File: config.mk
export PLATFORM = sky130hd
export DESIGN_NAME = binary_mul_pipe_param
export DESIGN_NICKNAME = d
export VERILOG_FILES = /design/src/rtl/binary_mul_pipe_param.sv
export SDC_FILE = /design/constraint.sdc
export NUM_CORES = 1
export LEC_CHECK = 0
export BUFFER_PORTS_ARGS = -buffer_cell sky130_fd_sc_hd__buf_2
export CORE_ASPECT_RATIO = 0.5
export CORE_MARGIN = 2
export CORE_UTILIZATION = 35
export DETAILED_ROUTE_END_ITERATION = 6
export PLACE_DENSITY = 0.51
export SYNTH_ARGS = -nofsm -noshare
export SYNTH_HDL_FRONTEND = slang
export SYNTH_SLANG_ARGS = --single-unit
File: constraint.sdc
create_clock -name clk -period 7.85 [get_ports clk]
set_clock_uncertainty 0.1 [all_clocks]
set_input_delay 0.3925 -clock clk [delete_from_list [all_inputs] [get_ports clk]]
set_output_delay 0.3925 -clock clk [all_outputs]
set_load 0.02 [all_outputs]
File: src/rtl/binary_mul_pipe_param.sv
// Fully pipelined shift-add multiplier with per-operation signed/unsigned
// mode and valid tracking. One partial product is folded in per stage, so a
// new operation can enter on every enabled cycle. The last adder feeds the
// output register directly, giving WIDTH+1 enabled edges from capture to P.
module binary_mul_pipe_param #(
    parameter int WIDTH = 12
) (
    input  logic               clk,
    input  logic               rst,
    input  logic               en,
    input  logic               in_valid,
    input  logic               signed_mode,
    input  logic [WIDTH-1:0]   A,
    input  logic [WIDTH-1:0]   B,
    output logic               out_valid,
    output logic               out_signed,
    output logic [2*WIDTH-1:0] P
);
    localparam int LATENCY = WIDTH + 1;
    // Internal stages 0..STAGES-1; the output register is the final stage.
    localparam int STAGES  = LATENCY - 1;
    localparam int PW      = 2 * WIDTH;

    // Stage k holds: A (extended) pre-shifted left by k, B shifted right by k
    // so bit 0 is always the next multiplier bit, and the sum of PP(0..k-1).
    logic [STAGES-1:0]                 vld_q, vld_d;
    logic [STAGES-1:0]                 sgn_q, sgn_d;
    logic [STAGES-1:0][PW-1:0]         a_q, a_d;
    logic [STAGES-1:0][PW-1:0]         acc_q, acc_d;
    logic [STAGES-1:0][WIDTH-1:0]      b_q, b_d;
    logic                              out_valid_q, out_valid_d;
    logic                              out_signed_q, out_signed_d;
    logic [PW-1:0]                     p_q, p_d;
    logic [PW-1:0]                     pp_last;
    logic [PW-1:0]                     prod;

    // Final partial product: the MSB of B carries negative weight in signed mode.
    always_comb begin
        pp_last = {PW{b_q[STAGES-1][0]}} & a_q[STAGES-1];
        prod    = sgn_q[STAGES-1] ? (acc_q[STAGES-1] - pp_last)
                                  : (acc_q[STAGES-1] + pp_last);
    end

    // Next-state for every stage; en=0 holds the whole pipeline.
    always_comb begin
        vld_d        = vld_q;
        sgn_d        = sgn_q;
        a_d          = a_q;
        b_d          = b_q;
        acc_d        = acc_q;
        out_valid_d  = out_valid_q;
        out_signed_d = out_signed_q;
        p_d          = p_q;
        if (en) begin
            vld_d[0] = in_valid;
            sgn_d[0] = signed_mode;
            a_d[0]   = signed_mode ? {{WIDTH{A[WIDTH-1]}}, A} : {{WIDTH{1'b0}}, A};
            b_d[0]   = B;
            acc_d[0] = '0;
            for (int k = 1; k < STAGES; k++) begin
                vld_d[k] = vld_q[k-1];
                sgn_d[k] = sgn_q[k-1];
                a_d[k]   = a_q[k-1] << 1;
                b_d[k]   = b_q[k-1] >> 1;
                acc_d[k] = acc_q[k-1] + ({PW{b_q[k-1][0]}} & a_q[k-1]);
            end
            out_valid_d = vld_q[STAGES-1];
            if (vld_q[STAGES-1]) begin
                p_d          = prod;
                out_signed_d = sgn_q[STAGES-1];
            end
        end
    end

    // Control and output registers: reset discards everything in flight.
    always_ff @(posedge clk) begin
        if (rst) begin
            vld_q        <= '0;
            out_valid_q  <= 1'b0;
            out_signed_q <= 1'b0;
            p_q          <= '0;
        end else begin
            vld_q        <= vld_d;
            out_valid_q  <= out_valid_d;
            out_signed_q <= out_signed_d;
            p_q          <= p_d;
        end
    end

    // Datapath registers: contents are don't-care whenever the valid bit is 0.
    always_ff @(posedge clk) begin
        sgn_q <= sgn_d;
        a_q   <= a_d;
        b_q   <= b_d;
        acc_q <= acc_d;
    end

    assign out_valid  = out_valid_q;
    assign out_signed = out_signed_q;
    assign P          = p_q;
endmodule

==> run summary, run 1 <==
Status: finished, final reports clean
Gr usage total: 0.109
Clk_lat worst skew: 0.59 ns
Total CTS buffers: 50
Synth async-reset ratio: 0
Crit share post-route: 0.453
PnR Total Power: 8140 uW
#FFs+latches synth: 537
Port Buffer Count: 54
Mapped Cells: 1924
Post-route ant nets: 0
H-tree depth: 2
Final setup vio count: 0
Setup TNS Final: 0 ns
Fmax: 281 MHz
Antenna cells: 0
Critical path endpoint category: flip-flop
Crit path time final: 3.56 ns
Drt first pass iters: 5
Area Growth Syn to Fin: 13.0%
CP Max Fanout: 21
DRT met1 WL: 19900 um
Vias per cell: 4.67
Synthesized Nets: 2143
Final Cell Area: 28800 sq um
Post-CTS Setup Inserts: 0
DRC: 0
Chip width: 386 um
Root Buffer: clkbuf_16
Critical path startpoint category: flip-flop
Setup slack after layout: 4.29 ns
Pin count of the biggest net entering global routing: 147
Initial Util: 0.356
CTS Buffer Depth: 3
Final hold vios: 0
Wirelength, routed: 40100 um
Required time worst endpoint: 8.25 ns
Num ports: 55
Die height: 195 um
Clock transition at path regs: 0.07 ns
Power density cells: 283 nW/um^2
Via count: 14155
Post-synthesis cell type count: 69
CTS Hold Bufs: 26
Pre-CTS setup slack: 4.36 ns
First-pass GRT wire length: 68600 um
Vias in the first global route: 14157
Die ar.: 75100 sq um
Number of placed instances, taps included: 2912
Final std cells w/o fill: 3028
Syn_area_per_cell: 13.2 sq um
Routed wire per std cell: 13.2 um
Core ar.: 71500 sq um
Dpl cell area: 26900 sq um
Met2 routed wirelength: 17800 um
Final Net Count: 2251
Sequential fraction of the synthesis area: 0.618
Max-slew violation count: 0
Peak VDD IR: 0.000145 V
Main synth FF type: edfxtp_1
HP Class: in2reg
Iter 0 DRT Violations: 573
Resize count post-CTS: 0
FP Rows: 69
Synth Warn #: 0
Max_cap viols: 0
Critical path type: reg2reg
Pleak: 0.0110 uW
DR WL met3: 1370 um
Initial antenna violation count: 0
Synthesized cell area: 25500 sq um
Max Used Layer: met4
Clock sink total: 537
Worst-margin pin slew: 1.07 ns
Final GP Congestion: 0.829
Rel. slew slack: 0.286
HPWL after detailed placement: 27500 um
Layout cell share with drive strength beyond 1: 0.0749
Grt ovf: 0
Number of synthesized flops with an enable pin: 499
RSZ-0062 raised after global routing: no
Crit path DAT: 3.96 ns
CTS tree: built
-- worst max-delay path, stage by stage, from the launching register on --
cell	delay [ns]
edfxtp_1	0.71
nand2_1	0.15
ha_1	0.27
inv_1	0.10
a21oi_1	0.08
nor2_1	0.23
a21oi_1	0.07
a31o_2	0.24
ha_1	0.34
nand2_1	0.12
nand2b_1	0.06
a21oi_1	0.25
o21ai_0	0.13
a211oi_1	0.29
xnor2_1	0.10
a211oi_1	0.21
-- per-stage QoR --
step            util  hold slack, ns
6_report       0.403           0.245
3_5_place_dp   0.376           0.305
5_1_grt        0.403           0.261
2_1_floorplan      -           0.300
3_3_place_gp   0.376           0.301
4_1_cts        0.403           0.234
-- state kept, by name (all words and copies together) (netlist names) --
register / count
acc_q: 253
a_q: 156
b_q: 78
P: 24
sgn_q: 12
vld_q: 12
out_signed: 1
out_valid: 1
-- layout by cell type, fill, tap and decap left out, types with 28 or more instances in the layout --
master,count
edfxtp_1,499
ha_1,179
a21oi_1,149
and2_1,143
xnor2_1,120
nor2_1,110
nand2_1,96
o21ai_0,71
clkbuf_16,53
buf_2,53
inv_1,49
a21o_1,47
xor2_1,39
dfxtp_1,38
o21a_1,34
nor3_1,33
nand3_1,28
-- area by class of cell --
cell class	instances	area [sq um]
fill	6730	42700
sequential	537	15700
multi-input combinational	1307	9430
clock buffer	61	1390
tap	958	1200
timing repair buffer	87	606
clock inverter	29	229
inverter	49	184
-- final timing paths --
check / from / end / slack [ns] / depth (start not counted)
worst max-delay path: b_q[132] / P[23] / 4.29 / 15
worst min-delay path: en / b_q[0] / 0.25 / 1
worst max register to register: b_q[132] / P[23] / 4.29 / 15
worst min register to register: acc_q[197] / acc_q[221] / 0.31 / 0
-- logic make-up after synthesis --
logic type	count (synthesis)	share of synthesized area
DFF	537	0.618
and+or+nand+nor	510	0.104
AOI/OAI and AO/OA	432	0.109
adders and majority gates	190	0.0966
xor gates and xnor gates	159	0.0547
buffers and inverters	80	0.0118
muxes	16	0.00629
-- where the power goes --
part	switching (uW)	leakage [uW]	internal, uW
clock network	1060	0.000792	1350
logic	1010	0.00498	867
registers	155	0.00520	3690
-- per-layer routing --
layer,track usage,vias up
met3,0.0230,72
met5,0,-
met4,0.0301,0
met1,0.149,6535
li1,-,7431
met2,0.175,117
-- cells in the mapped netlist, drive strengths merged (5+ instances only) --
cell type / number / area share
a211oi: 21 / 0.0062
a21o: 47 / 0.014
a21oi: 150 / 0.030
a31o: 8 / 0.0028
a31oi: 7 / 0.0017
and2: 143 / 0.035
and3: 14 / 0.0034
buf: 7 / 0.0010
clkbuf: 24 / 0.0035
dfxtp: 38 / 0.030
edfxtp: 499 / 0.59
fa: 11 / 0.0086
ha: 179 / 0.088
inv: 49 / 0.0072
mux2i: 16 / 0.0063
nand2: 96 / 0.014
nand2b: 20 / 0.0049
nand3: 28 / 0.0055
nand3b: 5 / 0.0015
nand4: 8 / 0.0020
nor2: 110 / 0.016
nor2b: 18 / 0.0044
nor3: 33 / 0.0065
nor4: 5 / 0.0012
o211ai: 9 / 0.0028
o21a: 34 / 0.010
o21ai: 75 / 0.015
o21bai: 26 / 0.0077
o31ai: 8 / 0.0024
o41ai: 7 / 0.0030
or2: 6 / 0.0015
or3: 10 / 0.0027
or4: 6 / 0.0018
xnor2: 120 / 0.041
xor2: 39 / 0.013
Power figures use the tool's default switching activity.
==> run 2: changes to the inputs <==
- ABC_AREA: unset -> 1
- clock period: 7.85 -> 3.3 ns (I/O delays scaled with it)
==> run 2 against run 1 <==
Clock power grew to 2.5 times the previous value. Largest power group unchanged. Critical path type unchanged. Highest routed layer unchanged. Power grew to 2.5 times the previous value. Worst hold slack worse by 0.092 ns. Register-to-register slack worse by 3.9 ns.
==> run summary, run 2 <==
Number of placed instances, taps included: 3662
Initial antenna violation count: 0
Crit share post-route: 0.886
Pin count of the biggest net entering global routing: 142
Most frequent cells in the layout: 577 x nand2_1, 499 x edfxtp_1, 330 x inv_1
RSZ-0062 raised after global routing: no
Cell taking the most area after synthesis: edfxtp_1
Largest register FFs: 253
#FFs+latches synth: 537
Final Net Count: 2940
Iter 0 DRT Violations: 683
Clock sink total: 537
Fmax: 342 MHz
Max_cap viols: 0
Max-slew violation count: 0
CTS Buffer Depth: 3
Synth async-reset ratio: 0
Setup TNS Final: 0 ns
Largest register by flop count: acc_q
Die ar.: 79300 sq um
Die height: 200 um
HPWL after detailed placement: 39300 um
Register area: 15700 sq um
Number of synthesized flops with an enable pin: 499
Power density cells: 666 nW/um^2
CP Max Fanout: 14
Synth Warn #: 0
Commonest non-fill, non-tap cell in the layout: nand2_1
CTS tree: built
Crit path cell chain: nand2_1 > ha_1 > nand2_1 > nor2_1 > a31oi_1 > xnor2_1 > inv_1 > ha_1 > inv_1 > o21bai_1 > nor2_1 > nand2_1 > nand2_1 > nand2_1 > nand2_1 > nand3_1 > nand2_1 > inv_1
Drt first pass iters: 7
Clock transition at path regs: 0.07 ns
H-tree depth: 2
Antenna cells: 0
Peak VDD IR: 0.000412 V
Critical path type: reg2reg
Area occupied by multi-input gates: 9850 sq um
Synthesized Nets: 2812
Pleak: 0.0138 uW
FP Rows: 71
Biggest cell delay along the critical path: 0.64 ns
Slowest CP cell: edfxtp_1
HP Class: in2reg
Required time worst endpoint: 3.71 ns
Core ar.: 75700 sq um
Top cell type's share of synthesized area: 0.556
Port Buffer Count: 54
Main synth FF type: edfxtp_1
Area Growth Syn to Fin: 13.5%
Final core utilization: 0.404
Synthesized cell area: 26900 sq um
Final std cells w/o fill: 3784
Syn_area_per_cell: 10.4 sq um
Total CTS buffers: 51
Layout fillers: 7391
Top flop regs: acc_q: 253 flops, a_q: 156 flops, b_q: 78 flops
Gr usage total: 0.134
Post-CTS Setup Inserts: 0
Mapped Cells: 2593
Routed wire per std cell: 14.0 um
Synth top area cells: edfxtp_1 56%, ha_1 8.3%, nand2_1 8.0%
Final setup vio count: 0
Crit path DAT: 3.33 ns
Chip width: 396 um
Status: finished, final reports clean
First-pass GRT wire length: 86900 um
Final GP Congestion: 0.844
Clk_lat worst skew: 0.62 ns
Vias in the first global route: 17733
Critical path startpoint category: flip-flop
Count leader, synth: nand2_1
Worst path most repeated cell: nand2_1
DRC: 0
Layout cell share with drive strength beyond 1: 0.0605
Commonest cells post-synth: 577 x nand2_1, 499 x edfxtp_1, 330 x inv_1
Rel. slew slack: 0.330
Resize count post-CTS: 0
Root Buffer: clkbuf_16
Initial Util: 0.356
Critical path endpoint category: flip-flop
Final hold vios: 0
Num ports: 55
Post-synthesis cell type count: 41
Post-route ant nets: 0
Grt ovf: 0
Sequential fraction of the synthesis area: 0.585
Worst-margin pin slew: 0.999 ns
Crit path time final: 2.92 ns
Vias per cell: 4.60
Wirelength, routed: 52900 um
Via count: 17393
==> run 2: changes by cell type after synthesis, moves of 19 or more <==
cell	previous run	this run
o21a_1	34	9
and2_1	143	0
nand2b_1	20	1
nand2_1	96	577
a21o_1	47	23
nand4_1	8	27
nor2_1	110	211
o21ai_0	71	108
nand3_1	28	145
a211oi_1	21	1
a21oi_1	149	180
xor2_1	39	104
xnor2_1	120	36
inv_1	49	330
==> run 2: final timing paths <==
| check | from | slack [ns] | to | cells past startpoint |
|---|---|---|---|---|
| worst max-delay path | b_q[132] | 0.38 | P[22] | 18 |
| worst min-delay path | A[5] | 0.15 | a_q[5] | 2 |
| worst max register to register | b_q[132] | 0.38 | P[22] | 18 |
| worst min register to register | b_q[40] | 0.31 | b_q[51] | 0 |
==> run 2: report_power, final <==
part	switching, uW	internal [uW]
Combinational	3190	1890
Sequential	379	8750
Clock	2690	3440
Total	6270	14100
==> run 2: logic make-up after synthesis <==
kind of cell	share of synthesized area
AO/OA/AOI/OAI	0.0753
adder cells (fa/ha/maj)	0.0913
flip-flops	0.585
AND/OR/NAND/NOR	0.153
buffers and inverters	0.0498
XOR/XNOR	0.0455
==> run 2: repair_timing <==
action,4_1_cts,5_1_grt
setup endpoints to repair,0,0
hold buffers,28,0
endpoints found under the hold margin,54,0
==> run 2: per-layer routing <==
metal	track usage	vias up	wire length, um
met1	0.158	8004	23100
met5	0	-	0
met2	0.245	174	26600
met4	0.0463	0	1670
li1	-	9112	-
met3	0.0244	103	1610
==> run 2: area by class of cell <==
type,instances,share of cell area
well taps,1022,0.0418
clock inverters,37,0.0139
repair buffers,98,0.0235
multi-input cells,1702,0.322
inverters,331,0.0407
flip-flops and latches,537,0.515
clock buffers,57,0.0428
==> run 2: through the flow <==
step,power [uW],hold slack [ns],instance area (sq um),worst slack (ns)
3_5_place_dp,14400,0.243,28600,0.378
5_1_grt,21700,0.118,30600,0.0940
6_report,20400,0.154,30600,0.377
3_3_place_gp,14300,0.242,28600,0.424
2_1_floorplan,13000,0.164,26900,0.841
4_1_cts,20600,0.0969,30600,0.362
==> run 2: critical path: cells and delay by family, from the launching register on <==
kind | cells | cell delay, ns
flops | 1 | 0.64
xor+xnor | 1 | 0.13
buf+inv | 3 | 0.18
fa+ha+maj | 2 | 0.57
simple gates | 10 | 0.97
compound gates | 2 | 0.22
==> run 3: changes to the inputs <==
- CAP_MARGIN: unset -> 20
- clock period: 3.3 -> 3.6 ns (I/O delays scaled with it)
==> run 3 against run 2 <==
First-iteration DRC count increased by 10%. Register-to-register slack improved by 0.33 ns. Combinational power decreased by 9.0%. Setup slack improved by 0.33 ns. Die area unchanged. Sequential share of layout area increased by 0.24 points. Core utilization decreased by 0.18 points. Clock power decreased by 13%. Routed wire length decreased by 0.76%. Via count decreased by 0.76%. Largest cell class unchanged. Largest power group unchanged.
==> run summary, run 3 (synthesized netlist as in run 2, its figures left out) <==
HPWL after detailed placement: 38700 um
Net switching power figure: 5690 uW
Pleak: 0.0137 uW
Die ar.: 79300 sq um
Final setup vio count: 0
Antenna cells: 0
Clk_lat worst skew: 0.62 ns
Fmax: 346 MHz
Vias per cell: 4.57
Vias in the first global route: 17473
Power density cells: 603 nW/um^2
Pin count of the biggest net entering global routing: 149
Switching share of total power: 0.310
Reg power frac: 0.457
Iter 0 DRT Violations: 752
Clock power share: 0.291
Worst-margin pin slew: 0.859 ns
Root Buffer: clkbuf_16
Final GP Congestion: 0.857
Crit path time final: 2.89 ns
Resize count post-CTS: 0
Post-CTS Setup Inserts: 0
Number of placed instances, taps included: 3654
Grt ovf: 0
Final Cell Area: 30400 sq um
HP Class: in2reg
Area occupied by multi-input gates: 9850 sq um
Core ar.: 75700 sq um
Final hold vios: 0
Critical path endpoint category: flip-flop
Crit path DAT: 3.31 ns
Top flop regs: acc_q: 253 flops, a_q: 156 flops, b_q: 78 flops
Max-slew violation count: 0
Crit share post-route: 0.804
Wirelength, routed: 52500 um
DRC: 0
Dpl cell area: 28500 sq um
Clock sink total: 537
FP Rows: 71
Commonest non-fill, non-tap cell in the layout: nand2_1
H-tree depth: 2
Final std cells w/o fill: 3777
Largest register by flop count: acc_q
Critical path startpoint category: flip-flop
Largest register FFs: 253
Register area: 15700 sq um
Setup TNS Final: 0 ns
Port Buffer Count: 54
CP Max Fanout: 14
Layout cell share with drive strength beyond 1: 0.0541
Gate power share: 0.253
RSZ-0062 raised after global routing: no
Total CTS buffers: 53
Chip width: 396 um
Die height: 200 um
Routed wire per std cell: 13.9 um
Post-route ant nets: 0
First-pass GRT wire length: 86400 um
Pre-CTS setup slack: 0.698 ns
Most frequent cells in the layout: 577 x nand2_1, 499 x edfxtp_1, 330 x inv_1
Num ports: 55
Area Growth Syn to Fin: 13.0%
Status: finished, final reports clean
Drt first pass iters: 5
Initial antenna violation count: 0
Int Pwr: 12700 uW
Peak VDD IR: 0.000324 V
Clock transition at path regs: 0.06 ns
CTS Buffer Depth: 3
Layout fillers: 7414
Gr usage total: 0.133
Via count: 17260
Setup slack after layout: 0.707 ns
Critical path type: reg2reg
Final Net Count: 2935
PnR Total Power: 18300 uW
Initial Util: 0.356
CTS tree: built
Max_cap viols: 0
Required time worst endpoint: 4.01 ns
Rel. slew slack: 0.427
run 3: cell types whose count changed in the layout (fill, tap and decap cells not counted), sizes merged:
| cell | change |
|---|---|
| bufinv | -5 |
| clkinvlp | -2 |
| clkinv | -2 |
| clkbuf | +9 |
| buf | -7 |
run 3: critical path, stage by stage, from the launching register on:
cell and delay [ns]:
edfxtp_1 0.62, nand2_1 0.17, ha_1 0.25, nand2_1 0.08
nor2_1 0.07, a31oi_1 0.16, xnor2_1 0.14, inv_1 0.06
ha_1 0.32, inv_1 0.09, o21bai_1 0.06, nor2_1 0.15
nand2_1 0.14, nand2_1 0.11, nand2_1 0.06, nand2_1 0.06
nand3_1 0.06, nand2_1 0.06, inv_1 0.03
run 3: layout make-up:
type | instances | share of cell area
sequential | 537 | 0.517
multi-input combinational | 1702 | 0.324
clock buffer | 66 | 0.0459
tap | 1022 | 0.0420
inverter | 331 | 0.0408
timing repair buffer | 91 | 0.0225
clock inverter | 28 | 0.00761
run 3: per-layer routing:
layer / GRT usage / routed length (um) / vias up
met5: 0 / 0 / -
met1: 0.159 / 23200 / 7860
met4: 0.0452 / 1690 / 0
met3: 0.0245 / 1590 / 110
li1: - / - / 9103
met2: 0.242 / 26000 / 187
run 3: stage by stage:
stage                     hold slack, ns  utilization
after global routing               0.137        0.402
final                              0.177        0.402
after detailed placement           0.258        0.376
after CTS                          0.123        0.402
after global placement             0.256        0.376
after floorplan                    0.179            -
run 3: worst paths after layout:
path | start | endpoint | slack, ns | depth (start not counted)
worst min register to register | acc_q[248] | acc_q[272] | 0.32 | 0
worst max register to register | b_q[132] | P[22] | 0.71 | 18
worst min-delay path | B[5] | b_q[5] | 0.18 | 2
worst max-delay path | b_q[132] | P[22] | 0.71 | 18
run 3: timing repair:
| action | CTS | global route |
|---|---|---|
| hold endpoints to repair | 87 | 0 |
| hold buffers | 28 | 0 |
| setup endpoints to repair | 0 | 0 |
run 3: power groups by stage:
stage | clock network (uW) | registers, uW | logic, uW
6_report | 5340 | 8380 | 4630
5_1_grt | 5810 | 8470 | 5330
4_1_cts | 5560 | 8400 | 4660
3_5_place_dp | 0 | 8520 | 4600
3_3_place_gp | 0 | 8520 | 4610
2_1_floorplan | 0 | 8380 | 3510
